<file path="src/rtl/alu_pkg.sv">
// Shared ALU definitions: adder carry-select codes, op bit positions, sequencer states.
// Latency: n/a (definitions only).
// Backpressure: n/a.
package alu_pkg;

  // Carry-in source for the shared adder
  localparam logic [1:0] CS_ZERO  = 2'd0;
  localparam logic [1:0] CS_ONE   = 2'd1;
  localparam logic [1:0] CS_CARRY = 2'd2;

  // Bit positions within the 2-bit op field
  localparam int OP_SUB       = 0;
  localparam int OP_USE_CARRY = 1;

  // Word sequencer states
  typedef enum logic [1:0] {
    ST_IDLE  = 2'd0,
    ST_FEED  = 2'd1,
    ST_DRAIN = 2'd2,
    ST_FIN   = 2'd3
  } seq_state_e;

  // Carry seeded into word 0: subtract needs +1 for two's complement,
  // a chained add takes the external flag, a plain add starts at 0.
  function automatic logic seed_carry(input logic [1:0] op_f, input logic carry_flag);
    logic seed;
    seed = 1'b0;
    if (op_f[OP_SUB]) begin
      seed = 1'b1;
    end else if (op_f[OP_USE_CARRY]) begin
      seed = carry_flag;
    end
    return seed;
  endfunction

endpackage

</file>
<file path="src/rtl/wide_add_sequencer_adder.sv">
// Shared DATA_WIDTH-bit adder with selectable carry-in source.
// Latency: combinational, zero cycles.
// Backpressure: none; purely combinational.
module wide_add_sequencer_adder
  import alu_pkg::*;
#(
  parameter int DATA_WIDTH = 16
) (
  input  logic [DATA_WIDTH-1:0] i_lhs,
  input  logic [DATA_WIDTH-1:0] i_rhs,
  input  logic [1:0]            i_carry_select,
  input  logic                  i_carry_in,
  output logic [DATA_WIDTH-1:0] o_sum,
  output logic                  o_carry_out
);

  logic            w_cin;
  logic [DATA_WIDTH:0] w_full;

  // Pick the carry-in source and form the sum with its carry-out
  always_comb begin
    w_cin = 1'b0;
    case (i_carry_select)
      CS_ZERO:  w_cin = 1'b0;
      CS_ONE:   w_cin = 1'b1;
      CS_CARRY: w_cin = i_carry_in;
      default:  w_cin = 1'b0;
    endcase
    w_full = {1'b0, i_lhs} + {1'b0, i_rhs} + {{DATA_WIDTH{1'b0}}, w_cin};
  end

  assign o_sum       = w_full[DATA_WIDTH-1:0];
  assign o_carry_out = w_full[DATA_WIDTH];

endmodule

</file>
<file path="src/rtl/wide_add_sequencer.sv">
// Multi-word add / add-with-carry / subtract, LS word first, through one shared adder.
// Latency: a word accepted at edge k is presented on outData from cycle k+1.
// Backpressure: single output register; input accepted only when it is empty or being drained.
module wide_add_sequencer
  import alu_pkg::*;
#(
  parameter int DATA_WIDTH = 16,
  parameter int MAX_WORDS  = 4,
  parameter int CNT_WIDTH  = $clog2(MAX_WORDS)
) (
  input  logic                  clk,
  input  logic                  reset,
  input  logic                  start,
  input  logic [CNT_WIDTH-1:0]  wordCount,
  input  logic [1:0]            op,
  input  logic                  carryFlagIn,
  output logic                  busy,
  input  logic                  inValid,
  output logic                  inReady,
  input  logic [DATA_WIDTH-1:0] inLhs,
  input  logic [DATA_WIDTH-1:0] inRhs,
  output logic                  outValid,
  input  logic                  outReady,
  output logic [DATA_WIDTH-1:0] outData,
  output logic                  done,
  output logic                  carryFlagOut,
  output logic                  zeroFlag
);

  seq_state_e            r_state;
  seq_state_e            w_state_nxt;
  logic                  r_sub;
  logic [CNT_WIDTH-1:0]  r_word_count;
  logic [CNT_WIDTH-1:0]  r_idx;
  logic                  r_carry;
  logic                  r_zero_acc;
  logic [DATA_WIDTH-1:0] r_out_data;
  logic                  r_out_vld;
  logic                  r_carry_flag;
  logic                  r_zero_flag;

  logic                  w_in_rdy;
  logic                  w_in_hs;
  logic                  w_out_hs;
  logic [DATA_WIDTH-1:0] w_rhs;
  logic [DATA_WIDTH-1:0] w_sum;
  logic                  w_cout;

  // Subtract is lhs + ~rhs + 1, the +1 coming from the seeded carry
  assign w_rhs = r_sub ? ~inRhs : inRhs;

  wide_add_sequencer_adder #(
    .DATA_WIDTH(DATA_WIDTH)
  ) u_adder (
    .i_lhs          (inLhs),
    .i_rhs          (w_rhs),
    .i_carry_select (CS_CARRY),
    .i_carry_in     (r_carry),
    .o_sum          (w_sum),
    .o_carry_out    (w_cout)
  );

  assign w_in_hs  = inValid && w_in_rdy;
  assign w_out_hs = r_out_vld && outReady;

  // State register
  always_ff @(posedge clk) begin
    if (reset) begin
      r_state <= ST_IDLE;
    end else begin
      r_state <= w_state_nxt;
    end
  end

  // Next state and handshake/status outputs
  always_comb begin
    w_state_nxt = r_state;
    w_in_rdy    = 1'b0;
    busy        = 1'b1;
    done        = 1'b0;
    case (r_state)
      ST_IDLE: begin
        busy = 1'b0;
        if (start) begin
          w_state_nxt = ST_FEED;
        end
      end
      ST_FEED: begin
        // A same-cycle output handshake frees the register for the new word
        w_in_rdy = !r_out_vld || outReady;
        if (inValid && w_in_rdy && (r_idx == r_word_count)) begin
          w_state_nxt = ST_DRAIN;
        end
      end
      ST_DRAIN: begin
        if (r_out_vld && outReady) begin
          w_state_nxt = ST_FIN;
        end
      end
      ST_FIN: begin
        done        = 1'b1;
        w_state_nxt = ST_IDLE;
      end
      default: begin
        w_state_nxt = ST_IDLE;
      end
    endcase
  end

  // Operation setup, per-word datapath, output register and completion flags
  always_ff @(posedge clk) begin
    if (reset) begin
      r_sub        <= 1'b0;
      r_word_count <= '0;
      r_idx        <= '0;
      r_carry      <= 1'b0;
      r_zero_acc   <= 1'b0;
      r_out_data   <= '0;
      r_out_vld    <= 1'b0;
      r_carry_flag <= 1'b0;
      r_zero_flag  <= 1'b0;
    end else begin
      if (r_state == ST_IDLE && start) begin
        r_sub        <= op[OP_SUB];
        r_word_count <= wordCount;
        r_carry      <= seed_carry(op, carryFlagIn);
        r_idx        <= '0;
        r_zero_acc   <= 1'b1;
      end
      if (w_in_hs) begin
        r_out_data <= w_sum;
        r_out_vld  <= 1'b1;
        r_carry    <= w_cout;
        r_zero_acc <= r_zero_acc && (w_sum == '0);
        r_idx      <= r_idx + CNT_WIDTH'(1);
      end else if (w_out_hs) begin
        r_out_vld <= 1'b0;
      end
      if (r_state == ST_DRAIN && w_out_hs) begin
        r_carry_flag <= r_carry;
        r_zero_flag  <= r_zero_acc;
      end
    end
  end

  assign inReady      = w_in_rdy;
  assign outValid     = r_out_vld;
  assign outData      = r_out_data;
  assign carryFlagOut = r_carry_flag;
  assign zeroFlag     = r_zero_flag;

endmodule

</file>
<file path="config.mk">
export PLATFORM = sky130hd
export DESIGN_NAME = wide_add_sequencer
export DESIGN_NICKNAME = d
export VERILOG_FILES = /design/src/rtl/alu_pkg.sv /design/src/rtl/wide_add_sequencer_adder.sv /design/src/rtl/wide_add_sequencer.sv
export SDC_FILE = /design/constraint.sdc
export NUM_CORES = 1
export LEC_CHECK = 0
export BUFFER_PORTS_ARGS = -buffer_cell sky130_fd_sc_hd__buf_2
export CORE_ASPECT_RATIO = 0.6
export CORE_UTILIZATION = 56
export DETAILED_ROUTE_END_ITERATION = 10
export PLACE_DENSITY = 0.85
export SYNTH_ARGS = -nofsm -noshare
export SYNTH_HDL_FRONTEND = slang
export SYNTH_SLANG_ARGS = --single-unit
</file>
<file path="constraint.sdc">
create_clock -name clk -period 5.6 [get_ports clk]
set_clock_uncertainty 0.2 [all_clocks]
set_input_delay 0.28 -clock clk [delete_from_list [all_inputs] [get_ports clk]]
set_output_delay 0.28 -clock clk [all_outputs]
set_load 0.03 [all_outputs]
</file>
==> impl_metrics.yaml, run 1 <==
detailed_routing:
  ant_nets: 0
  detail_route.vias_per_cell: 5.75
  post_drt_wl_per_cell_um: 13.9
  drt_iter0_markers: 103
  first_pass_iters: 4
  vias: 2173
  route.detailed.drc: 0
  drt-total-wl_um: 5240
synth:
  synth_flop_cell: "dfxtp_1"
  yosysWarnings: 0
  yosysSeqAreaShare_pct: 25.6
  ys_types: 45
  synthArstFlopShare_pct: 0
  syn_inst: 275
  synth_area_mm2: 0.00219
  avgSynthCellArea_um2: 7.96
  synth_edf_count: 0
  synth_seq_cells: 28
  synth_nets: 339
cts:
  clk_path_buf_depth: 2
  cts-root-buf: "clkbuf_8"
  ctsHtreeMaxLevel: 1
  numCtsBuffers: 3
  clk_latency_ns: 0.27
  clk_pin_slew_worst_paths_ns: 0.09
  clkSinkCount: 28
  postCtsHoldBufs: 0
  post_cts_buffers: 0
  ctsResizeCount: 0
  cts_tree: "done"
worst_setup_path:
  path_buf_inv: 1
  regToRegSetupSlack_ns: 1.81
  crit_slowest_cell: "dfxtp_1"
  worstSetupPathType: "flip-flop to flip-flop"
  worst_setup_path_start_kind: "flip-flop"
  worst-path-max-fanout: 17
  crit_arrival_ns: 3.81
  ff2ff_path_depth: 11
  slowest_delay_ns: 0.98
  crit_chain: "xnor2_1, fa_1, inv_1, fa_1, a21o_1, o2bb2ai_2, o41ai_4, xnor2_1, a211o_1, or4b_1, o21ai_1"
  worst_path_dominant_cell_family: "compound AO/OA/AOI/OAI gates"
  cp.required_ns: 5.61
  endpoint_kind: "flip-flop"
  r2r-start: "r_sub"
  rr_endpoint: "r_zero_acc"
finish:
  regArea_um2: 561
  final_cells: 378
  fin_nets: 397
  syn_to_final_growth_pct: 17.3
  multi_input_area_mm2: 0.00155
  n_antenna_cell: 0
  fillerInstances: 337
  drive_gt1_share_pct: 22.1
floorplanning:
  die-area_mm2: 0.00417
  die_y_um: 50.4
  coreArea_mm2: 0.00370
  die_x_um: 82.7
  rows: 17
  ios: 64
  start_util_pct: 59.1
placement:
  place.gp.congestion: 0.852
  place_inst: 375
  place_hpwl_um: 4170
  portBuffers: 63
global_route:
  gr-total-overflow: 0
  grt_util_met1_pct: 37.4
  grt_util_met2_pct: 41.4
  grt_pass1_wl_um: 8420
  gr-max-usage-layer: "met2"
  grt_pass1_vias: 1933
  grt_max_degree: 30
  antenna_found_initial: 0
  grtUsageMet3_pct: 5.09
  grt_use_total_pct: 26.4
timing:
  whs_ns: 0.0474
  fin_tns_setup_ns: 0
  slew_headroom_pct: 34.3
  post-route-min-period_ns: 3.79
  setup_viol: 0
  fmax_mhz: 264
  hold_viol: 0
  period_share_pct: 67.7
  worst_pin_slew_ns: 0.985
  report.final.slew_viol_count: 0
  rsz0062_at_grt: "false"
power_and_ir_drop:
  power_density_mw_per_mm2: 395
  ir_worst_vdd_v: 0.000190
  p_leak_nw: 1.25
  total_power_w: 0.00101
worst_hold_path:
  holdPathStages: 3
  hold_class: "input port to flip-flop"
  holdPathEnd: "r_word_count[1]"
  worstHoldStart: "wordCount[1]"
job:
  cap_violations: 0
status:
  status: "finished clean"
power by group:
part / switching (W) / internal (W) / leakage, nW / total (W)
logic: 0.000381 / 0.000242 / 0.999 / 0.000623
clock network: 0.0000581 / 0.0000483 / 0.0216 / 0.000106
registers: 0.0000429 / 0.000241 / 0.228 / 0.000284
total: 0.000482 / 0.000531 / 1.25 / 0.00101
layout by cell type (no fill, tap or decap), types with 3 or more instances in the layout:
| cell | netlist | routed |
|---|---|---|
| o21ai_0 | 6 | 6 |
| nor2b_1 | 4 | 4 |
| a21o_1 | 7 | 7 |
| o2111ai_1 | 3 | 3 |
| xor2_1 | 19 | 19 |
| inv_1 | 12 | 12 |
| and2_1 | 3 | 3 |
| clkbuf_8 | 0 | 3 |
| a31o_2 | 3 | 3 |
| mux2i_1 | 5 | 5 |
| nor2_1 | 23 | 23 |
| nand3_1 | 6 | 6 |
| nor3_1 | 7 | 7 |
| a31oi_1 | 4 | 4 |
| buf_2 | 0 | 63 |
| dfxtp_1 | 28 | 28 |
| a211oi_1 | 7 | 7 |
| ha_1 | 20 | 20 |
| nand2b_1 | 3 | 3 |
| nand2_1 | 36 | 36 |
| o21a_1 | 4 | 4 |
| or3_1 | 4 | 4 |
| and3_1 | 3 | 3 |
| a21oi_1 | 27 | 27 |
| xnor2_1 | 6 | 6 |
sequential cells by signal (all words and copies together) (netlist names):
name	flops
r_carry	1
carryFlagOut	1
r_state	2
zeroFlag	1
outData	16
r_zero_acc	1
r_idx	2
r_word_count	2
outValid	1
r_sub	1
kinds of logic after synthesis:
kind of cell	after synthesis	synth area share, %
simple gates	96	20.4
compound gates	76	24.1
flops	28	25.6
xor+xnor	25	10.0
buf+inv	22	3.77
fa+ha+maj	22	13.3
mux	6	2.80
synthesized netlist by cell type (2+ instances only):
master | number | share of area (%)
and2_1 | 3 | 0.86
inv_1 | 12 | 2.1
o21ai_1 | 2 | 0.46
and3_1 | 3 | 0.86
fa_1 | 2 | 1.8
o21ai_0 | 6 | 1.4
dfxtp_1 | 28 | 26
a31o_2 | 3 | 1.2
nor3_1 | 7 | 1.6
mux2i_1 | 5 | 2.3
nand3_1 | 6 | 1.4
a211oi_1 | 7 | 2.4
o2111ai_1 | 3 | 1.2
a21o_1 | 7 | 2.4
a221o_1 | 2 | 0.91
or3_1 | 4 | 1.1
a31oi_1 | 4 | 1.1
xnor2_1 | 6 | 2.4
nor2b_1 | 4 | 1.1
clkbuf_1 | 9 | 1.5
nor2_1 | 23 | 3.9
a211o_1 | 2 | 0.80
nand2_1 | 36 | 6.2
o21a_1 | 4 | 1.4
xor2_1 | 19 | 7.6
ha_1 | 20 | 11
nand4_1 | 2 | 0.57
a21oi_1 | 27 | 6.2
nand2b_1 | 3 | 0.86
cell type report:
type | instances | share of cell area, %
timing repair buffer | 63 | 12.3
multi-input combinational | 225 | 60.2
inverter | 12 | 1.76
clock buffer | 3 | 1.61
tap | 47 | 2.29
sequential | 28 | 21.8
stage by stage:
step	utilization (%)	setup WS (ns)	instance area [µm²]
finish	69.3	1.81	2570
detailed placement	68.2	1.84	2520
global route	69.3	1.60	2570
global placement	68.2	1.96	2520
CTS	69.3	1.82	2570
floorplan	-	1.92	2190
worst register-to-register path, cell delays in order, from the launching register on:
cell	delay, ns
dfxtp_1	0.98
xnor2_1	0.22
fa_1	0.22
inv_1	0.06
fa_1	0.40
a21o_1	0.20
o2bb2ai_2	0.18
o41ai_4	0.23
xnor2_1	0.12
a211o_1	0.27
or4b_1	0.50
o21ai_1	0.14
worst max path at each step:
| stage | from | end | cells after the start |
|---|---|---|---|
| after detailed placement | r_sub | r_zero_acc | 11 |
| after global routing | r_sub | r_zero_acc | 11 |
| after global placement | r_sub | r_zero_acc | 11 |
| after CTS | r_sub | r_zero_acc | 11 |
| final | r_sub | r_zero_acc | 11 |
| after floorplan | r_sub | r_zero_acc | 13 |
metal layers:
metal	vias to the layer above	part of all wire, %
li1	1096	-
met1	1005	50
met2	66	44
met3	6	5.5
met4	0	0.72
met5	-	0
Note: power is estimated with default switching activity, not from simulation.
==> inputs of run 2 (changes only) <==
- CORE_UTILIZATION: 56 -> 52
- PLACE_DENSITY: 0.85 -> 0.8
- clock period: 5.6 -> 3.9 ns (I/O delays scaled with it)
==> run 2 against run 1 <==
  * Register-to-register slack worse by 1.3 ns
  * Non-clock buffer count is 3 higher
  * Combinational power is 46% higher
  * Critical path depth stayed put
  * Hold slack worse by 0.0085 ns
  * Critical endpoint unchanged
  * Largest cell class unchanged
==> impl_metrics.yaml, run 2 (synthesis gave the netlist of run 1 again) <==
worst_setup_path:
  cp.required_ns: 3.92
  cp_common_cell: "fa_1"
  endpoint_kind: "flip-flop"
  ff2ff_path_depth: 11
  r2r-start: "r_sub"
  worst_setup_path_start_kind: "flip-flop"
  regToRegSetupSlack_ns: 0.55
  crit_arrival_ns: 3.37
  worstSetupPathType: "flip-flop to flip-flop"
  path_buf_inv: 1
  worst-path-max-fanout: 7
  rr_endpoint: "r_zero_acc"
  crit_chain: "xnor2_1, fa_1, inv_1, fa_1, a21o_1, a21oi_1, xor2_1, o2111ai_1, nor4b_1, or4b_1, o21ai_1"
  worst_path_dominant_cell_family: "simple AND/OR/NAND/NOR gates"
  crit_slowest_cell: "dfxtp_1"
  slowest_delay_ns: 0.52
finish:
  drive_gt1_share_pct: 22.4
  final_cells: 392
  multi_input_area_mm2: 0.00155
  n_antenna_cell: 0
  mostFrequentLayoutCell: "buf_2"
  final_area_mm2: 0.00262
  largest_reg_flops: 16
  regArea_um2: 561
  fin_nets: 400
  final_cell_mix: "63 x buf_2, 36 x nand2_1, 28 x dfxtp_1"
  syn_to_final_growth_pct: 19.7
  fillerInstances: 332
cts:
  clk_latency_ns: 0.28
  cts-root-buf: "clkbuf_8"
  post_cts_buffers: 0
  cts_tree: "done"
  numCtsBuffers: 3
  ctsHtreeMaxLevel: 1
  clk_pin_slew_worst_paths_ns: 0.10
  clkSinkCount: 28
  clk_path_buf_depth: 2
floorplanning:
  die-area_mm2: 0.00448
  die_x_um: 85.8
  die_y_um: 52.3
  coreArea_mm2: 0.00385
  start_util_pct: 56.8
  ios: 64
  rows: 17
job:
  cap_violations: 0
timing:
  fmax_mhz: 299
  post-route-min-period_ns: 3.35
  fin_tns_setup_ns: 0
  period_share_pct: 85.8
  rsz0062_at_grt: "false"
  worst_pin_slew_ns: 0.821
  setup_viol: 0
  report.final.slew_viol_count: 0
  hold_viol: 0
  slew_headroom_pct: 45.3
global_route:
  grt_use_total_pct: 24.8
  grt_pass1_wl_um: 8660
  antenna_found_initial: 0
  grt_pass1_vias: 1890
  gr-total-overflow: 0
  grt_max_degree: 30
worst_hold_path:
  worstHoldStart: "op[0]"
  holdPathStages: 3
  holdPathEnd: "r_sub"
  hold_class: "input port to flip-flop"
power_and_ir_drop:
  p_leak_nw: 1.27
  power_density_mw_per_mm2: 567
  ir_worst_vdd_v: 0.000261
placement:
  place_hpwl_um: 4160
  place.gp.congestion: 0.858
  portBuffers: 63
  place_inst: 386
  placed_area_mm2: 0.00254
detailed_routing:
  detail_route.vias_per_cell: 5.52
  vias: 2162
  post_drt_wl_per_cell_um: 13.6
  drt_iter0_markers: 79
  drt-total-wl_um: 5350
  ant_nets: 0
  route.detailed.drc: 0
  first_pass_iters: 4
status:
  status: "finished clean"
-- run 2: cell types whose count changed in the layout (fill, tap and decap cells not counted) --
| cell | change |
|---|---|
| dlygate4sd3_1 | +2 |
| buf_4 | +1 |
| clkbuf_8 | +1 |
-- run 2: worst max path at each step --
stage               startpoint    endpoint  slack [ns]  cells past startpoint
detailed placement       r_sub  r_zero_acc        0.61                     11
CTS                      r_sub  r_zero_acc        0.58                     11
global placement         r_sub  r_zero_acc        0.67                     11
global route             r_sub  r_zero_acc        0.35                     10
floorplan                r_sub  r_zero_acc        0.22                     13
finish                   r_sub  r_zero_acc        0.55                     11
-- run 2: layout make-up --
class                           instances  share of cell area [%]
Timing Repair Buffer                   66                    13.1
Inverter                               12                    1.72
Clock buffer                            4                    2.10
Tap cell                               57                    2.72
Sequential cell                        28                    21.4
Multi-Input combinational cell        225                    59.0
-- run 2: per-stage QoR --
stage	util (%)	total power [W]	setup WS, ns	hold slack [ns]
3_3_place_gp	66.1	0.00128	0.665	0.239
2_1_floorplan	-	0.00109	0.220	0.131
6_report	68.1	0.00149	0.555	0.0389
5_1_grt	68.1	0.00161	0.355	0.0195
4_1_cts	68.1	0.00148	0.579	0.0356
3_5_place_dp	66.1	0.00129	0.609	0.245
-- run 2: where the power goes --
group / leakage [nW] / internal, W / switching (W)
Sequential: 0.228 / 0.000346 / 0.0000455
Combinational: 1.01 / 0.000351 / 0.000559
Clock: 0.0288 / 0.0000905 / 0.0000936
Total: 1.27 / 0.000788 / 0.000698
-- run 2: metal layers --
layer	share of wire (%)	global-route usage [%]
met1	51	36.0
met2	43	39.6
met3	4.7	3.62
met4	1.1	4.44
met5	0	0
-- run 2: tightest hold or removal path, stage by stage --
cell and delay, ns:
buf_2 0.11, nand2_1 0.05, a21oi_1 0.09
-- run 2: timing repair --
action / CTS / global route
gates resized for setup: 0 / 0
hold endpoints to repair: 2 / 0
hold buffers: 2 / 0
